**src/rtl/morse_beep_scheduler.sv**
```systemverilog
// morse_beep_scheduler
//   Plays queued Morse letters on a buzzer pin using standard timing:
//   dot = 1 unit, dash = 3 units, 1-unit gap between elements,
//   3-unit gap after each letter, and a 7-unit silent word space.
//   A small letter FIFO sits in front of the sequencer. abort_i flushes
//   the FIFO and stops playback.
//
// Ports
//   clk_i          system clock
//   rst_i          synchronous active-high reset
//   sym_valid_i    producer offers a letter this cycle
//   sym_ready_o    FIFO can accept (push = valid && ready)
//   sym_len_i[2:0] element count 1..5, 0 = word space, 6/7 clamp to 5
//   sym_bits_i[4:0] bit i = element i (1 dash, 0 dot), bit 0 first
//   speed_i[1:0]   unit = UNIT_CYCLES*(speed+1), sampled at pop
//   mute_i         silences beep_o, timing unaffected
//   abort_i        flush FIFO, return to idle
//   beep_o         square-wave buzzer drive (registered)
//   busy_o         sequencer active or FIFO non-empty
//   letter_done_o  pulse on the last cycle of a letter/word-space gap
//   fifo_count_o   entries queued
//
// state      | meaning
// -----------+-------------------------------------------
// S_IDLE     | waiting; pops the FIFO head when available
// S_TONE     | sounding the current element (1 or 3 units)
// S_GAP_ELEM | 1-unit silence between elements
// S_GAP_LET  | 3-unit silence after the final element
// S_GAP_WORD | 7-unit silence for a word space
module morse_beep_scheduler #(
  parameter int unsigned UNIT_CYCLES = 20_000_000,
  parameter int unsigned TONE_HALF   = 50_000,
  parameter int unsigned FIFO_DEPTH  = 4
) (
  input  logic       clk_i,
  input  logic       rst_i,
  input  logic       sym_valid_i,
  output logic       sym_ready_o,
  input  logic [2:0] sym_len_i,
  input  logic [4:0] sym_bits_i,
  input  logic [1:0] speed_i,
  input  logic       mute_i,
  input  logic       abort_i,
  output logic       beep_o,
  output logic       busy_o,
  output logic       letter_done_o,
  output logic [2:0] fifo_count_o
);

  localparam int PW = (FIFO_DEPTH > 1) ? $clog2(FIFO_DEPTH) : 1;
  localparam logic [2:0] DEPTH_C = 3'(FIFO_DEPTH);

  localparam logic [2:0] S_IDLE     = 3'd0;
  localparam logic [2:0] S_TONE     = 3'd1;
  localparam logic [2:0] S_GAP_ELEM = 3'd2;
  localparam logic [2:0] S_GAP_LET  = 3'd3;
  localparam logic [2:0] S_GAP_WORD = 3'd4;

  // FIFO entries hold {clamped length, element bits}
  logic [7:0]    fifo_q [FIFO_DEPTH];
  logic [PW-1:0] wr_ptr_q, rd_ptr_q;
  logic [2:0]    count_q;

  logic [2:0]  state_q, state_d;
  logic [31:0] unit_len_q, unit_len_d;
  logic [31:0] unit_cnt_q, unit_cnt_d;
  logic [2:0]  units_q, units_d;
  logic [2:0]  len_q, len_d;
  logic [4:0]  bits_q, bits_d;
  logic [2:0]  idx_q, idx_d;
  logic        phase_q, phase_d;
  logic [31:0] tone_cnt_q, tone_cnt_d;
  logic        beep_q, beep_d;

  logic       push, pop;
  logic [7:0] head;
  logic [2:0] len_clamped;
  logic [2:0] need_units;
  logic       unit_end, seg_end;

  assign sym_ready_o  = (count_q < DEPTH_C) && !abort_i;
  assign push         = sym_valid_i && sym_ready_o;
  assign pop          = (state_q == S_IDLE) && (count_q != 3'd0) && !abort_i;
  assign head         = fifo_q[rd_ptr_q];
  assign len_clamped  = (sym_len_i > 3'd5) ? 3'd5 : sym_len_i;

  always_comb begin
    need_units = 3'd1;
    case (state_q)
      S_TONE:     need_units = bits_q[idx_q] ? 3'd3 : 3'd1;
      S_GAP_LET:  need_units = 3'd3;
      S_GAP_WORD: need_units = 3'd7;
      default:    need_units = 3'd1;
    endcase
  end

  // a segment is measured in whole units: cycle counter within the unit,
  // plus a count of completed units within the segment
  assign unit_end = (unit_cnt_q == unit_len_q - 32'd1);
  assign seg_end  = unit_end && (units_q == need_units - 3'd1);

  always_comb begin
    state_d    = state_q;
    unit_len_d = unit_len_q;
    unit_cnt_d = unit_cnt_q;
    units_d    = units_q;
    len_d      = len_q;
    bits_d     = bits_q;
    idx_d      = idx_q;
    phase_d    = phase_q;
    tone_cnt_d = tone_cnt_q;

    if (state_q == S_IDLE) begin
      if (pop) begin
        unit_len_d = 32'(UNIT_CYCLES) * (32'(speed_i) + 32'd1);
        len_d      = head[7:5];
        bits_d     = head[4:0];
        idx_d      = 3'd0;
        unit_cnt_d = 32'd0;
        units_d    = 3'd0;
        state_d    = (head[7:5] == 3'd0) ? S_GAP_WORD : S_TONE;
      end
    end else if (seg_end) begin
      unit_cnt_d = 32'd0;
      units_d    = 3'd0;
      case (state_q)
        S_TONE:     state_d = (idx_q + 3'd1 < len_q) ? S_GAP_ELEM : S_GAP_LET;
        S_GAP_ELEM: begin
          idx_d   = idx_q + 3'd1;
          state_d = S_TONE;
        end
        default:    state_d = S_IDLE;
      endcase
    end else if (unit_end) begin
      unit_cnt_d = 32'd0;
      units_d    = units_q + 3'd1;
    end else begin
      unit_cnt_d = unit_cnt_q + 32'd1;
    end

    if (abort_i) state_d = S_IDLE;

    // each tone starts on the high half of the square wave
    if (state_d == S_TONE && state_q != S_TONE) begin
      phase_d    = 1'b1;
      tone_cnt_d = 32'd0;
    end else if (state_q == S_TONE) begin
      if (tone_cnt_q == 32'(TONE_HALF) - 32'd1) begin
        tone_cnt_d = 32'd0;
        phase_d    = !phase_q;
      end else begin
        tone_cnt_d = tone_cnt_q + 32'd1;
      end
    end

    // registered from next-state so the pin lines up with the TONE cycles
    beep_d = (state_d == S_TONE) && phase_d && !mute_i;
  end

  always_ff @(posedge clk_i) begin
    if (rst_i || abort_i) begin
      wr_ptr_q <= '0;
      rd_ptr_q <= '0;
      count_q  <= 3'd0;
    end else begin
      if (push) begin
        fifo_q[wr_ptr_q] <= {len_clamped, sym_bits_i};
        wr_ptr_q         <= wr_ptr_q + PW'(1);
      end
      if (pop) rd_ptr_q <= rd_ptr_q + PW'(1);
      if (push && !pop)      count_q <= count_q + 3'd1;
      else if (pop && !push) count_q <= count_q - 3'd1;
    end
  end

  always_ff @(posedge clk_i) begin
    if (rst_i) begin
      state_q    <= S_IDLE;
      unit_len_q <= 32'(UNIT_CYCLES);
      unit_cnt_q <= 32'd0;
      units_q    <= 3'd0;
      len_q      <= 3'd0;
      bits_q     <= 5'd0;
      idx_q      <= 3'd0;
      phase_q    <= 1'b0;
      tone_cnt_q <= 32'd0;
      beep_q     <= 1'b0;
    end else begin
      state_q    <= state_d;
      unit_len_q <= unit_len_d;
      unit_cnt_q <= unit_cnt_d;
      units_q    <= units_d;
      len_q      <= len_d;
      bits_q     <= bits_d;
      idx_q      <= idx_d;
      phase_q    <= phase_d;
      tone_cnt_q <= tone_cnt_d;
      beep_q     <= beep_d;
    end
  end

  assign beep_o        = beep_q;
  assign busy_o        = (state_q != S_IDLE) || (count_q != 3'd0);
  assign letter_done_o = ((state_q == S_GAP_LET) || (state_q == S_GAP_WORD)) && seg_end && !abort_i;
  assign fifo_count_o  = count_q;

endmodule

```
**config.mk**
```make
export PLATFORM = sky130hd
export DESIGN_NAME = morse_beep_scheduler
export DESIGN_NICKNAME = d
export VERILOG_FILES = /design/src/rtl/morse_beep_scheduler.sv
export SDC_FILE = /design/constraint.sdc
export NUM_CORES = 1
export LEC_CHECK = 0
export CAP_MARGIN = 20
export CORE_MARGIN = 1.5
export CORE_UTILIZATION = 55
export CTS_CLUSTER_DIAMETER = 60
export CTS_CLUSTER_SIZE = 28
export DETAILED_ROUTE_END_ITERATION = 12
export GPL_TIMING_DRIVEN = 0
export PLACE_DENSITY_LB_ADDON = 0.05
export SLEW_MARGIN = 20
export SYNTH_ARGS = -nofsm -noshare
export SYNTH_HDL_FRONTEND = slang
export SYNTH_SLANG_ARGS = --single-unit
```
**constraint.sdc**
```tcl
create_clock -name clk_i -period 4.4 [get_ports clk_i]
set_input_delay 0.88 -clock clk_i [delete_from_list [all_inputs] [get_ports clk_i]]
set_output_delay 0.88 -clock clk_i [all_outputs]
set_load 0.05 [all_outputs]
```
==> impl_metrics.ini, run 1 <==
[status]
status = complete, no violations

[floorplanning]
die_h_um = 118
die_x_um = 118
core_mm2 = 0.0128
initial_core_util_pct = 57.1
io_pins = 22
dieArea_mm2 = 0.0140
fp-row-count = 41

[drt]
remaining_drc_errors = 0
vias_per_cell = 5.91
routed-via-count = 6160
ant_nets = 0
drt_iter0_markers = 440
first_pass_iters = 5
wl_per_cell_um = 17.0
routed_wl_um = 17700

[yosys]
synth_cell_types = 65
ys_ff_latch = 140
seq_area_frac_synth_pct = 42.6
postSynth.asyncResetShare_pct = 0
synth_area_per_cell_um2 = 8.94
synth_fp_nets = 856
ys_dominant_reg_cell = dfxtp_1
synthesis.area_mm2 = 0.00733
synth_enable_flop_cells = 32
synthCells = 819
yosys_warnings = 0

[min_path]
min-delay-start = bits_q[1]$_SDFFE_PP0P_
whs_endpoint = bits_q[1]$_SDFFE_PP0P_
hp-class = flop to flop
whs_path_depth = 2

[worst_setup_path]
path_buf_inv = 1
crit_path_start_kind = flop
crit_chain = or4_4 > nor4_4 > xnor2_2 > nor4b_2 > o2111ai_1 > or4b_4 > nor4b_4 > buf_6
path_depth = 8
cp_slowest_cell = or4b_4
reg2reg_from = unit_len_q[20]$_SDFFE_PP1P_
path_class = flop to primary output
critPathArrivalTime_ns = 3.37
max_stage_delay_ns = 0.66
worstPathRequired_ns = 3.52
path_delay_family = simple AND/OR/NAND/NOR gates
ff2ff_setup_slack_ns = 0.76
crit_fanout = 10
r2r_cells = 12
r2r_end = tone_cnt_q[4]$_SDFFE_PP0P_
end_kind = primary output

[clocking]
cts_tree = yes
clk_pin_slew_ns = 0.06
cts_max_level = 4
cts-root-buf = clkbuf_16
numCtsBuffers = 17
clock-sinks = 140
worst_skew_pair.late_latency_ns = 0.42
clockBufferDepth = 2

[grt]
grt_max_degree = 17
grt_usage_pct = 26.1
grt_pass1_vias = 6032
grt_first_pass_wirelength_um = 29300
gr-total-overflow = 0
antenna_found_initial = 0

[cells_and_area]
regArea_mm2 = 0.00313
final_cell_mix = dfxtp_1, nand2_1, nor2_1, nand3_1
area_growth_syn_to_layout_pct = 16.6
fillers = 1050
final_common_cell = dfxtp_1
n_antenna_cell = 0
fin_area_mm2 = 0.00854
nNetsFinal = 895
final_core_util_pct = 66.6
drive_gt1_share_pct = 10.8
multi_input_area_mm2 = 0.00411

[power]
p_leak_nw = 2.89
total_power_mw = 3.18
ir_drop_v = 0.000278
power_density_mw_per_mm2 = 372

[sta]
drv_slew = 0
rsz0062_at_grt = false
clock_skew_ns = 0.00803
setup_violations = 0
tns_ns = 0
hold_viol = 0
maxSlewHeadroom_pct = 49.8
worst_pin_slew_ns = 0.751
worst_slack_ns = 0.155
fmax_mhz = 236
finalCriticalPeriod_ns = 4.25
fin_crit_sh_pct = 96.5

[placement]
place_congestion = 0.901
preCtsSetupSlack_ns = -0.585
io_buffer_count = 21
place_area_mm2 = 0.00776
dp_hpwl_um = 12500

[job]
cap_viol_max_count = 0
power by group:
| group | internal (mW) | switching [mW] | leakage, nW |
|---|---|---|---|
| clock | 0.868 | 0.631 | 0.302 |
| combinational | 0.112 | 0.196 | 1.43 |
| sequential | 1.34 | 0.0290 | 1.16 |
| total | 2.32 | 0.856 | 2.89 |
Yosys cell counts, types with 6 or more instances:
master / number / area [um2]
o211ai_1: 7 / 52.6
a211oi_1: 9 / 67.6
mux2i_1: 6 / 60.1
a21oi_1: 35 / 175
mux4_2: 8 / 180
nand2b_1: 7 / 43.8
o311ai_0: 15 / 131
nor4_1: 11 / 68.8
or3_1: 10 / 62.6
nand2_1: 101 / 379
dfxtp_1: 108 / 2160
and3_1: 17 / 106
xnor2_1: 35 / 307
or2_2: 9 / 56.3
or4_1: 9 / 67.6
inv_1: 21 / 78.8
xor2_1: 32 / 280
nand3_1: 49 / 245
nand4_1: 18 / 113
clkbuf_1: 38 / 143
nor3_1: 30 / 150
nor2_1: 78 / 293
edfxtp_1: 32 / 961
ha_1: 21 / 263
a31oi_1: 7 / 43.8
and2_1: 13 / 81.3
o21ai_0: 10 / 50.1
nand3b_1: 10 / 75.1
a21o_1: 7 / 52.6
state kept, by name (all words and copies together) (netlist names), 2 cells and up, named ones only:
register,cells
tone_cnt_q,32
unit_len_q,16
unit_cnt_q,32
len_q,3
fifo_q,32
idx_q,3
state_q,3
fifo_count_o,3
bits_q,5
units_q,3
wr_ptr_q,2
rd_ptr_q,2
metal layers:
layer | part of all wire (%) | wire length [um] | track usage (%)
met5 | 0 | 0 | 0
met4 | 2.2 | 393 | 10.5
met3 | 4.6 | 812 | 5.45
met2 | 48 | 8530 | 43.0
met1 | 45 | 7950 | 33.5
area by class of cell:
cell class	instances	area share (%)
buffer	39	1.83
clock buffer	17	4.98
clock inverter	15	2.29
inverter	22	0.967
multi-input combinational	615	48.1
sequential	140	36.7
tap	172	2.52
timing repair buffer	23	2.65
worst max-delay path by stage:
stage,end,startpoint
after floorplan,letter_done_o,unit_len_q[25]$_SDFFE_PP0P_
after global placement,letter_done_o,unit_len_q[25]$_SDFFE_PP0P_
after detailed placement,letter_done_o,unit_len_q[25]$_SDFFE_PP0P_
after CTS,letter_done_o,unit_len_q[20]$_SDFFE_PP1P_
after global routing,letter_done_o,unit_len_q[16]$_SDFFE_PP1P_
final,letter_done_o,unit_len_q[16]$_SDFFE_PP1P_
repair_timing:
| action | in CTS | in global routing |
|---|---|---|
| resized for setup | 20 | 23 |
| endpoints found under the hold margin | 0 | 0 |
| pin swaps | 0 | 8 |
| hold buffers | 0 | 0 |
| endpoints found under the setup margin | 1 | 1 |
| gates cloned | 0 | 0 |
| setup buffers | 0 | 2 |
worst min-delay path, stage by stage, from the launching register on:
cell	delay, ns
dfxtp_1	0.31
nand2_1	0.05
a21oi_1	0.05
logic make-up after synthesis:
family / synth area share (%)
adders and majority gates: 3.86
xor gates and xnor gates: 8.01
DFF: 42.6
buffers and inverters: 3.33
AOI/OAI and AO/OA: 11.6
muxes: 3.74
and+or+nand+nor: 26.8
metrics by stage:
stage,instances,hold WS [ns]
5_1_grt,1043,0.477
4_1_cts,1042,0.458
3_3_place_gp,1012,0.443
2_1_floorplan,819,0.433
6_report,1043,0.458
3_5_place_dp,1012,0.446
(Power assumes the default switching activity.)
==> run 2, diff against run 1 <==
--- a/config.mk
+++ b/config.mk
@@ -6,6 +6,7 @@
 export NUM_CORES = 1
 export LEC_CHECK = 0
 export CAP_MARGIN = 20
+export CORE_ASPECT_RATIO = 2
 export CORE_MARGIN = 1.5
 export CORE_UTILIZATION = 55
 export CTS_CLUSTER_DIAMETER = 60
==> constraint.sdc (replaced) <==
create_clock -name clk_i -period 5.1 [get_ports clk_i]
set_input_delay 1.02 -clock clk_i [delete_from_list [all_inputs] [get_ports clk_i]]
set_output_delay 1.02 -clock clk_i [all_outputs]
set_load 0.05 [all_outputs]
==> impl_metrics.ini, run 2 (same netlist as run 1, synthesis figures left out) <==
[grt]
use_met2_pct = 52.2
grt_pass1_vias = 6249
gr-total-overflow = 0
grt_usage_pct = 27.7
met1_usage_pct = 27.1
antenna_found_initial = 0
grt_max_degree = 17
use_met3_pct = 4.97
grt_first_pass_wirelength_um = 30700
grt.busiest_layer = met2

[worst_setup_path]
path_class = flop to primary output
critPathArrivalTime_ns = 3.81
end_kind = primary output
worstPathRequired_ns = 4.08
ff2ff_setup_slack_ns = 1.15
crit_path_start_kind = flop
r2r_cells = 12
crit_fanout = 10

[power]
p_int_mw = 2.03
power_frac_clock_pct = 47.9
power_switching_mw = 0.719
p_sw_share_pct = 26.1
ir_drop_v = 0.000331
p_leak_nw = 2.84
power.share.combinational_pct = 9.3
power_density_mw_per_mm2 = 329
total_power_mw = 2.75
seqPwrFrac_pct = 42.8

[min_path]
whs_path_depth = 2
hp-class = flop to flop

[sta]
clock_skew_ns = 0.0118
maxSlewHeadroom_pct = 32.9
worst_slack_ns = 0.267
drv_slew = 0
tns_ns = 0
hold_viol = 0
rsz0062_at_grt = false
fin_crit_sh_pct = 94.8
worst_pin_slew_ns = 1.00
setup_violations = 0
hold_ws_ns = 0.466
fmax_mhz = 207
finalCriticalPeriod_ns = 4.83

[placement]
dp_hpwl_um = 14200
io_buffer_count = 21
preCtsSetupSlack_ns = 0.0719
place_area_mm2 = 0.00774
place_congestion = 0.945

[cells_and_area]
reg_top3 = fifo_q (32), tone_cnt_q (32), unit_cnt_q (32)
final_common_cell = dfxtp_1
fillers = 1080
n_antenna_cell = 0
drive_gt1_share_pct = 8.04
final_cell_mix = dfxtp_1, nand2_1, nor2_1, nand3_1, clkbuf_1
area_growth_syn_to_layout_pct = 14.3
fin_area_mm2 = 0.00838
nNetsFinal = 895

[clocking]
numCtsBuffers = 17
clockBufferDepth = 2
worst_skew_pair.late_latency_ns = 0.42
clk_pin_slew_ns = 0.07
cts_tree = yes
cts_max_level = 4
clock-sinks = 140
hold_buffers = 0
cts-root-buf = clkbuf_16

[floorplanning]
initial_core_util_pct = 56.4
core_mm2 = 0.0130
die_h_um = 166
die_x_um = 84.6
dieArea_mm2 = 0.0141
fp-row-count = 59
io_pins = 22

[drt]
routed_wl_um = 19000
remaining_drc_errors = 0
ant_nets = 0
routed-via-count = 6250
wl_per_cell_um = 18.6
vias_per_cell = 6.11
drt_iter0_markers = 335
first_pass_iters = 9

[status]
status = complete, no violations

[job]
cap_viol_max_count = 0
-- run 2: changes by cell type in the layout (fill, tap and decap cells not counted), moves of 3 or more --
| cell | delta |
|---|---|
| clkinvlp_4 | +3 |
| nor4_1 | +4 |
| dfxtp_1 | +6 |
| dfxtp_2 | -5 |
| inv_6 | -3 |
-- run 2: worst max-delay path, stage by stage, from the launching register on --
cell	delay (ns)
dfxtp_1	0.29
buf_2	0.19
inv_1	0.09
ha_2	0.28
nor2b_1	0.30
nand3_1	0.22
a211oi_1	0.31
o22a_1	0.17
o2111ai_1	0.12
or4b_1	0.53
buf_2	0.19
nor4b_2	0.26
clkdlybuf4s15_2	0.42
-- run 2: power by group through the flow --
stage	combinational, mW	clock, mW	sequential, mW
finish	0.257	1.32	1.18
global route	0.281	1.39	1.18
CTS	0.256	1.34	1.18
detailed placement	0.255	0	1.20
global placement	0.248	0	1.20
floorplan	0.167	0	1.20
-- run 2: final timing paths --
path                                    start                           to
hold / removal         bits_q[1]$_SDFFE_PP0P_       bits_q[1]$_SDFFE_PP0P_
setup / recovery  unit_len_q[20]$_SDFFE_PP1P_                letter_done_o
setup reg to reg  unit_len_q[20]$_SDFFE_PP1P_  tone_cnt_q[14]$_SDFFE_PP0P_
hold reg to reg        bits_q[1]$_SDFFE_PP0P_       bits_q[1]$_SDFFE_PP0P_
-- run 2: timing repair --
item,CTS,global route
buffers inserted,0,0
resized for setup,4,2
cloned,0,0
hold endpoints to repair,0,0
setup endpoints to repair,1,1
-- run 2: area by class of cell --
| cell class | count | area (um2) | share of cell area, % |
|---|---|---|---|
| Buffer | 40 | 154 | 1.84 |
| Multi-Input combinational cell | 615 | 3980 | 47.5 |
| Tap cell | 152 | 190 | 2.27 |
| Inverter | 22 | 82.6 | 0.986 |
| Clock inverter | 15 | 205 | 2.45 |
| Timing Repair Buffer | 22 | 219 | 2.61 |
| Clock buffer | 17 | 425 | 5.08 |
| Sequential cell | 140 | 3120 | 37.3 |
-- run 2: per-layer routing --
metal / up-vias / part of all wire (%)
met5: - / 0
met4: 0 / 5.4
met3: 69 / 3.3
met2: 184 / 56
met1: 2967 / 35
li1: 3030 / -
-- run 2: stage by stage --
step | instances | util (%)
6_report | 1023 | 64.5
5_1_grt | 1023 | 64.5
4_1_cts | 1025 | 64.4
3_5_place_dp | 993 | 59.6
3_3_place_gp | 992 | 59.5
2_1_floorplan | 819 | -
